[config.mk]
export PLATFORM = sky130hd
export DESIGN_NAME = boot_loader_flat
export DESIGN_NICKNAME = d
export VERILOG_FILES = /design/src/rtl/boot_loader_pkg.sv /design/src/rtl/boot_loader_if.sv /design/src/rtl/boot_loader_byte_assembler.sv /design/src/rtl/boot_loader.sv /design/src/flat_wrapper.sv
export SDC_FILE = /design/constraint.sdc
export NUM_CORES = 1
export LEC_CHECK = 0
export CORE_UTILIZATION = 52
export DETAILED_ROUTE_END_ITERATION = 10
export HOLD_SLACK_MARGIN = 0.03
export PLACE_DENSITY = 0.83
export SLEW_MARGIN = 25
export SYNTH_ARGS = -nofsm -noshare
export SYNTH_HDL_FRONTEND = slang
export SYNTH_SLANG_ARGS = --single-unit
[constraint.sdc]
create_clock -name clk -period 4.8 [get_ports clk]
set_clock_uncertainty 0.05 [all_clocks]
set_input_delay 0.96 -clock clk [delete_from_list [all_inputs] [get_ports clk]]
set_output_delay 0.96 -clock clk [all_outputs]
set_load 0.05 [all_outputs]
[src/rtl/boot_loader_pkg.sv]
// boot_loader_pkg: shared state encoding and default geometry for the boot loader
package boot_loader_pkg;
  typedef enum logic [2:0] {HDR, LOAD, WRITE, DONE, ERR} boot_state_t;
  localparam logic [31:0] DEF_BASE_ADDR = 32'h0000_0000;
  localparam int DEF_MAX_WORDS = 1024;
endpackage

[src/rtl/boot_loader_if.sv]
// boot_loader_if: byte stream handshake plus core-side and memory-side ports
interface boot_loader_if;
  logic [7:0] rx_data;
  logic rx_valid;
  logic rx_ready;
  logic [31:0] core_adr;
  logic core_we;
  logic [31:0] core_wd;
  logic [31:0] mem_adr;
  logic mem_we;
  logic [31:0] mem_wd;
  modport master (
    output rx_data, rx_valid, core_adr, core_we, core_wd,
    input rx_ready, mem_adr, mem_we, mem_wd
  );
  modport slave (
    input rx_data, rx_valid, core_adr, core_we, core_wd,
    output rx_ready, mem_adr, mem_we, mem_wd
  );
endinterface

[src/rtl/boot_loader_byte_assembler.sv]
// boot_loader_byte_assembler: packs four accepted bytes little-endian into a word
module boot_loader_byte_assembler (
  input  logic clk,
  input  logic rst,
  input  logic [7:0] byte_i,
  input  logic valid_i,
  output logic [31:0] word_o,
  output logic word_valid_o
);
  logic [1:0] cnt_q, cnt_d;
  logic [31:0] sh_q, sh_d;
  // new bytes enter at the top so the first byte ends up in bits [7:0]
  always_comb begin
    sh_d = valid_i ? {byte_i, sh_q[31:8]} : sh_q;
    cnt_d = valid_i ? cnt_q + 2'd1 : cnt_q;
  end
  assign word_o = sh_d;
  assign word_valid_o = valid_i && cnt_q == 2'd3;
  // byte counter and shift register; the counter wraps on the word boundary
  always_ff @(posedge clk) begin
    if (rst) begin
      cnt_q <= '0;
      sh_q <= '0;
    end else begin
      cnt_q <= cnt_d;
      sh_q <= sh_d;
    end
  end
endmodule

[src/rtl/boot_loader.sv]
// boot_loader: loads a length-prefixed byte image into memory, then hands the port to the core
module boot_loader import boot_loader_pkg::*; #(
  parameter logic [31:0] BASE_ADDR = DEF_BASE_ADDR,
  parameter int MAX_WORDS = DEF_MAX_WORDS
) (
  input  logic clk,
  input  logic rst,
  boot_loader_if.slave bus,
  output logic core_rst,
  output logic boot_done,
  output logic boot_err
);
  boot_state_t state_q;
  logic [31:0] idx_q, n_q, wd_q, word;
  logic accept, word_valid;
  assign bus.rx_ready = (state_q == HDR || state_q == LOAD) && !rst;
  assign accept = bus.rx_valid && bus.rx_ready;
  boot_loader_byte_assembler u_asm (
    .clk(clk),
    .rst(rst),
    .byte_i(bus.rx_data),
    .valid_i(accept),
    .word_o(word),
    .word_valid_o(word_valid)
  );
  // load sequencer: header, then alternating word collection and memory write
  always_ff @(posedge clk) begin
    if (rst) begin
      state_q <= HDR;
      idx_q <= '0;
      n_q <= '0;
      wd_q <= '0;
    end else begin
      case (state_q)
        HDR: if (word_valid) begin
          n_q <= word;
          state_q <= word == '0 ? DONE : word > 32'(MAX_WORDS) ? ERR : LOAD;
        end
        LOAD: if (word_valid) begin
          wd_q <= word;
          state_q <= WRITE;
        end
        WRITE: if (idx_q == n_q - 32'd1) state_q <= DONE;
        else begin
          idx_q <= idx_q + 32'd1;
          state_q <= LOAD;
        end
        default: ;
      endcase
    end
  end
  assign bus.mem_we = state_q == WRITE || (state_q == DONE && bus.core_we);
  assign bus.mem_adr = state_q == DONE ? bus.core_adr : state_q == WRITE ? BASE_ADDR + (idx_q << 2) : BASE_ADDR;
  assign bus.mem_wd = state_q == DONE ? bus.core_wd : state_q == WRITE ? wd_q : '0;
  assign core_rst = state_q != DONE;
  assign boot_done = state_q == DONE;
  assign boot_err = state_q == ERR;
endmodule

[src/flat_wrapper.sv]
// flat-port wrapper written by rule: the top's interface ports become plain ports
module boot_loader_flat import boot_loader_pkg::*;
#(
  parameter logic [31:0] BASE_ADDR = DEF_BASE_ADDR,
  parameter int MAX_WORDS = DEF_MAX_WORDS
)
  (clk, rst, core_rst, boot_done, boot_err, bus_rx_data, bus_rx_valid, bus_core_adr, bus_core_we, bus_core_wd, bus_rx_ready, bus_mem_adr, bus_mem_we, bus_mem_wd);
  boot_loader_if bus_i ();
  input  logic clk;
  input  logic rst;
  output logic core_rst;
  output logic boot_done;
  output logic boot_err;
  input wire logic [$bits(bus_i.rx_data)-1:0] bus_rx_data;
  input wire logic [$bits(bus_i.rx_valid)-1:0] bus_rx_valid;
  input wire logic [$bits(bus_i.core_adr)-1:0] bus_core_adr;
  input wire logic [$bits(bus_i.core_we)-1:0] bus_core_we;
  input wire logic [$bits(bus_i.core_wd)-1:0] bus_core_wd;
  output wire logic [$bits(bus_i.rx_ready)-1:0] bus_rx_ready;
  output wire logic [$bits(bus_i.mem_adr)-1:0] bus_mem_adr;
  output wire logic [$bits(bus_i.mem_we)-1:0] bus_mem_we;
  output wire logic [$bits(bus_i.mem_wd)-1:0] bus_mem_wd;
  assign bus_i.rx_data = bus_rx_data;
  assign bus_i.rx_valid = bus_rx_valid;
  assign bus_i.core_adr = bus_core_adr;
  assign bus_i.core_we = bus_core_we;
  assign bus_i.core_wd = bus_core_wd;
  assign bus_rx_ready = bus_i.rx_ready;
  assign bus_mem_adr = bus_i.mem_adr;
  assign bus_mem_we = bus_i.mem_we;
  assign bus_mem_wd = bus_i.mem_wd;
  boot_loader #(.BASE_ADDR(BASE_ADDR), .MAX_WORDS(MAX_WORDS)) u_core (.clk(clk), .rst(rst), .bus(bus_i), .core_rst(core_rst), .boot_done(boot_done), .boot_err(boot_err));
endmodule
==> flow_summary.yaml, run 1 <==
status:
  status: "finished, final reports clean"
die:
  ios: 145
  coreArea_sq_um: 13200
  die_area_sq_um: 14000
  rows: 42
  die_w_um: 118
  die_y_um: 118
  start_util_pct: 53.2
logic_synthesis:
  netlist_area_sq_um: 7040
  async_flop_share_pct: 0
  yosysSeqAreaShare_pct: 37.8
  synth.top_cell.area_share_pct: 37.8
  synth_edf_count: 0
  synthCells: 851
  synth-seq-cells: 133
  synthDistinctLibCells: 60
  ys.flop_type: "dfxtp_1"
  yosysWarnings: 0
  synthTopCellsByArea: "dfxtp_1, a22o_1, nor2_1, mux2i_1, nand2_1"
  synth_top_cell_by_area: "dfxtp_1"
  syn_avg_cell_area_sq_um: 8.28
  syn_nets: 930
grt:
  grt_antenna_before_repair: 0
  grtUsageTotal_pct: 26.8
  grt_pass1_wl_mm: 30.7
  grt_max_degree: 74
  grt_overflow: 0
  grt_pass1_vias: 6174
critical_path:
  worst-endpoint-arrival_ns: 3.02
  critPathTopFamily: "buffers and inverters"
  critPathMaxFanout: 30
  crit_buf_inv: 2
  crit_path_top_delay_cell: "clkdlybuf4s50_1"
  crit_chain: "nand2b_1, nor2_4, buf_4, a22o_1, clkdlybuf4s50_1"
  r2r_slack_ns: 1.04
  cpPeakStageDelay_ns: 0.80
  crit_path_start_kind: "flop"
  crit_type: "flop to primary output"
  cp-end-kind: "primary output"
  worstPathRequired_ns: 3.79
finish:
  fin_nets: 1033
  syn2layout_area_growth_pct: 29.6
  fillers: 1061
  layoutNonFillerInstCount: 1142
  seq_area_sq_um: 2660
  multi_input_area_sq_um: 4040
  drive_gt1_share_pct: 6.42
  diodes: 0
routing:
  avgRoutedWirePerCell_um: 16.1
  routed_wl_mm: 18.4
  drt_first_pass_iters: 5
  drt-initial-drc-count: 654
  vias_per_cell: 5.92
  drc_errors: 0
  ant_nets: 0
  vias: 6756
clocking:
  clk_pin_slew_ns: 0.06
  cts_sinks: 133
  cts_resized: 0
  cts_setup_buffers: 0
  holdBufCountCts: 0
  clockRootBuffer: "clkbuf_16"
  tritoncts: "done"
  h-tree-depth: 4
  cts-buffers-inserted: 17
  clk_latency_ns: 0.42
  clockBufferDepth: 2
run:
  drv_cap: 0
placement:
  gp_congestion: 0.904
  dp_cells: 1111
  portBuffers: 144
  post-dp-hpwl_mm: 12.4
timing:
  rsz0062_at_grt: "no"
  layout_min_cycle_time_ns: 4.03
  fin_tns_setup_ns: 0
  fin_crit_sh_pct: 84.0
  maxSlewHeadroom_pct: 39.3
  final-max-slew-violation-count: 0
  hold_viol_final: 0
  setup-violations-final: 0
  fmax_ghz: 0.248
  worstMarginPinSlew_ns: 0.906
hold_path:
  hold_class: "flop to flop"
power_and_ir_drop:
  vdd_drop_max_mv: 0.231
  p_leak_nw: 3.30
  power_density_nw_per_um2: 291
-- final cells by class --
cell class	count	share of cell area (%)
clock buffers	21	5.04
clock inverters	10	1.59
inverters	15	0.617
multi-input cells	631	44.3
flip-flops and latches	133	29.2
well taps	176	2.41
repair buffers	156	16.9
-- cells in the final DEF (no fill, tap or decap), types with 18 or more instances in the layout --
cell type / netlist / layout
clkdlybuf4s50_1: 0 / 143
dfxtp_1: 133 / 133
nor2_1: 96 / 95
nand2_1: 87 / 87
a22o_1: 62 / 62
a21oi_1: 59 / 59
mux2i_1: 35 / 35
a211oi_1: 35 / 35
xnor2_1: 23 / 23
nor3_1: 20 / 20
nor4_1: 21 / 20
xor2_1: 18 / 18
-- report_power, final --
part | internal, W | total [W] | switching, W
Combinational | 0.000103 | 0.000191 | 0.0000878
Clock | 0.000846 | 0.00134 | 0.000497
Sequential | 0.00111 | 0.00112 | 0.0000106
-- worst reg2reg max path, cell delays in order, from the launching register on --
cell	delay (ns)
dfxtp_1	0.35
inv_1	0.07
ha_1	0.23
or3b_2	0.55
or4_1	0.53
nor3_1	0.20
mux2i_1	0.21
nor4_1	0.05
nor4b_2	0.18
a21boi_2	0.72
nand4_1	0.21
mux2_2	0.30
-- path summary, 6_finish.rpt --
kind                                        to                           start  cells after the start
hold / removal    u_core.wd_q[25]$_SDFFE_PP0P_    u_core.wd_q[25]$_SDFFE_PP0P_                      2
setup reg to reg  u_core.idx_q[4]$_SDFFE_PP0P_      u_core.n_q[0]$_SDFFE_PP0P_                     11
setup / recovery                bus_mem_wd[25]  u_core.state_q[1]$_SDFFE_PP0P_                      5
hold reg to reg   u_core.wd_q[25]$_SDFFE_PP0P_    u_core.wd_q[25]$_SDFFE_PP0P_                      2
-- per-stage QoR --
step | total power [W] | hold slack (ns) | utilization [%] | instance area (sq um) | worst slack (ns)
3_3_place_gp | 0.00133 | 0.395 | 64.4 | 8520 | 1.19
5_1_grt | 0.00273 | 0.418 | 68.9 | 9130 | 0.579
6_report | 0.00266 | 0.407 | 68.9 | 9130 | 0.767
2_1_floorplan | 0.00125 | 0.386 | - | 7040 | 0.708
3_5_place_dp | 0.00133 | 0.397 | 64.4 | 8520 | 1.09
4_1_cts | 0.00266 | 0.405 | 68.9 | 9130 | 0.746
-- cell families after synthesis --
| group | synth area share [%] |
|---|---|
| xor+xnor | 5.42 |
| simple gates | 23.8 |
| buf+inv | 5.03 |
| fa+ha+maj | 0.533 |
| compound gates | 21.7 |
| mux | 5.77 |
| flops | 37.8 |
-- routing by layer --
layer / track usage [%] / share of wire (%) / wire length [um] / vias up
li1: - / - / - / 3327
met4: 8.23 / 1.6 / 297 / 0
met2: 41.8 / 45 / 8290 / 248
met1: 37.0 / 47 / 8590 / 3155
met5: 0 / 0 / 0 / -
met3: 5.41 / 6.5 / 1200 / 26
-- state kept, by name, indices dropped and copies added, names as in the netlist --
signal	flops
u_core.u_asm.cnt_q	2
u_core.idx_q	32
u_core.n_q	32
u_core.state_q	3
u_core.u_asm.sh_q	32
u_core.wd_q	32
-- synthesized netlist by cell type (2+ instances only) --
master,number
nor3b_1,5
or2_2,3
clkbuf_1,57
a31oi_1,4
buf_2,4
nand2_1,87
xnor2_1,23
a211oi_1,35
a41o_1,5
nand3b_1,5
buf_6,3
ha_1,3
o31ai_1,12
a311oi_1,5
nor2b_1,7
nor2_1,96
and3_1,11
dfxtp_1,133
o21ai_0,16
nor4b_1,2
inv_1,14
and2_1,4
a211o_1,3
nand2b_1,6
or3_1,9
a22o_1,62
a21oi_1,59
mux2i_1,35
nor3_1,20
nand4_1,16
nand3_1,12
xor2_1,18
o211ai_1,2
nor4_1,21
nand4b_1,2
buf_1,8
or4_1,17
a21o_1,2
mux2_2,4
Power figures use the tool's default switching activity.
==> inputs of run 2 (changes only) <==
clock period = 4.08 ns   (was 4.8 ns; I/O delays follow)
==> run 2 against run 1 <==
Net effect: via count down 0.93%; wire length down 1.8%; clock power up 22%; final area up 0.69%; utilization up 0.47 points; power up 20%; cell count up 0.35%; register-to-register slack worse by 0.78 ns; global-route usage down 0.71 points.
==> flow_summary.yaml, run 2 (synthesis results as in run 1) <==
status:
  status: "finished, final reports clean"
critical_path:
  crit_type: "flop to flop"
  critPathTopFamily: "simple AND/OR/NAND/NOR gates"
  cp-startpoint: "u_core.n_q[0]$_SDFFE_PP0P_"
  worst-endpoint-arrival_ns: 4.07
  crit_buf_inv: 1
  crit_path_start_kind: "flop"
  cpPeakStageDelay_ns: 0.71
  critPathMaxFanout: 19
  cp-end-kind: "flop"
  worstPathRequired_ns: 4.33
  crit_chain: "inv_1, ha_1, or3b_2, or4_1, nor3_1, mux2i_1, nor4_1, nor4b_2, a21boi_2, nand4_1, mux2_2"
  worstReg2RegStart: "u_core.n_q[0]$_SDFFE_PP0P_"
  crit_path_top_delay_cell: "a21boi_2"
routing:
  drt-initial-drc-count: 485
  routed_wl_mm: 18.0
  vias_per_cell: 5.84
  avgRoutedWirePerCell_um: 15.7
  drc_errors: 0
  vias: 6693
  ant_nets: 0
  drt_first_pass_iters: 5
clocking:
  cts_setup_buffers: 0
  clockBufferDepth: 2
  cts_sinks: 133
  clockRootBuffer: "clkbuf_16"
  tritoncts: "done"
  holdBufCountCts: 0
  cts-buffers-inserted: 17
  h-tree-depth: 4
  clk_latency_ns: 0.41
  clk_pin_slew_ns: 0.06
  cts_resized: 0
die:
  rows: 42
  coreArea_sq_um: 13200
  die_area_sq_um: 14000
  die_y_um: 118
  die_w_um: 118
  start_util_pct: 53.2
  ios: 145
finish:
  fin_nets: 1037
  final_common_cell: "clkdlybuf4s50_1"
  multi_input_area_sq_um: 4040
  fillers: 1048
  layoutNonFillerInstCount: 1146
  final_cell_mix: "clkdlybuf4s50_1, dfxtp_1, nor2_1"
  finalCoreUtilization_pct: 69.4
  seq_area_sq_um: 2660
  drive_gt1_share_pct: 6.60
  diodes: 0
  syn2layout_area_growth_pct: 30.5
timing:
  setup-violations-final: 0
  fmax_ghz: 0.262
  fin_tns_setup_ns: 0
  rsz0062_at_grt: "no"
  hold_slack_ns: 0.406
  final-max-slew-violation-count: 0
  hold_viol_final: 0
  fin_crit_sh_pct: 93.6
  layout_min_cycle_time_ns: 3.82
  maxSlewHeadroom_pct: 40.5
  worstMarginPinSlew_ns: 0.887
power_and_ir_drop:
  power_density_nw_per_um2: 346
  p_leak_nw: 3.33
  vdd_drop_max_mv: 0.291
grt:
  grt_pass1_wl_mm: 29.6
  grtUsageTotal_pct: 26.0
  grt_pass1_vias: 6051
  grt_max_degree: 108
  grt_antenna_before_repair: 0
  grt_overflow: 0
placement:
  dp_cells: 1115
  portBuffers: 144
  gp_congestion: 0.927
  post-dp-hpwl_mm: 12.3
hold_path:
  hold_class: "flop to flop"
  min_from: "u_core.wd_q[27]$_SDFFE_PP0P_"
run:
  drv_cap: 0
## run 2: worst paths after layout
check / end / slack (ns) / cells after the start
max: u_core.idx_q[4]$_SDFFE_PP0P_ / 0.26 / 11
min: u_core.wd_q[27]$_SDFFE_PP0P_ / 0.41 / 2
max reg2reg: u_core.idx_q[4]$_SDFFE_PP0P_ / 0.26 / 11
min reg2reg: u_core.wd_q[27]$_SDFFE_PP0P_ / 0.41 / 2
## run 2: area by class of cell
| type | instances | share of cell area, % |
|---|---|---|
| Multi-Input combinational cell | 631 | 44.0 |
| Sequential cell | 133 | 29.0 |
| Timing Repair Buffer | 160 | 17.1 |
| Clock buffer | 24 | 5.35 |
| Tap cell | 176 | 2.40 |
| Clock inverter | 7 | 1.57 |
| Inverter | 15 | 0.612 |
## run 2: routing by layer
metal / track usage, % / vias to the layer above / share of wire, %
met1: 35.6 / 3129 / 47
li1: - / 3328 / -
met2: 40.9 / 213 / 45
met5: 0 / - / 0
met3: 5.84 / 23 / 5.7
met4: 7.91 / 0 / 1.4
## run 2: worst register-to-register path, cell delays in order, from the launching register on
cell,delay (ns)
dfxtp_1,0.35
inv_1,0.08
ha_1,0.22
or3b_2,0.54
or4_1,0.53
nor3_1,0.20
mux2i_1,0.24
nor4_1,0.08
nor4b_2,0.18
a21boi_2,0.71
nand4_1,0.22
mux2_2,0.31
## run 2: power by group
| part | switching [W] | leakage [nW] | internal (W) |
|---|---|---|---|
| Clock | 0.000546 | 0.303 | 0.00109 |
| Combinational | 0.000102 | 1.96 | 0.000122 |
| Sequential | 0.0000124 | 1.07 | 0.00131 |
## run 2: stage by stage
| stage | power, W | cell area (sq um) | setup slack (ns) |
|---|---|---|---|
| global placement | 0.00157 | 8550 | 0.474 |
| detailed placement | 0.00157 | 8550 | 0.366 |
| CTS | 0.00319 | 9190 | 0.306 |
| global route | 0.00327 | 9190 | 0.0476 |
| floorplan | 0.00147 | 7040 | 0.132 |
| finish | 0.00318 | 9190 | 0.261 |
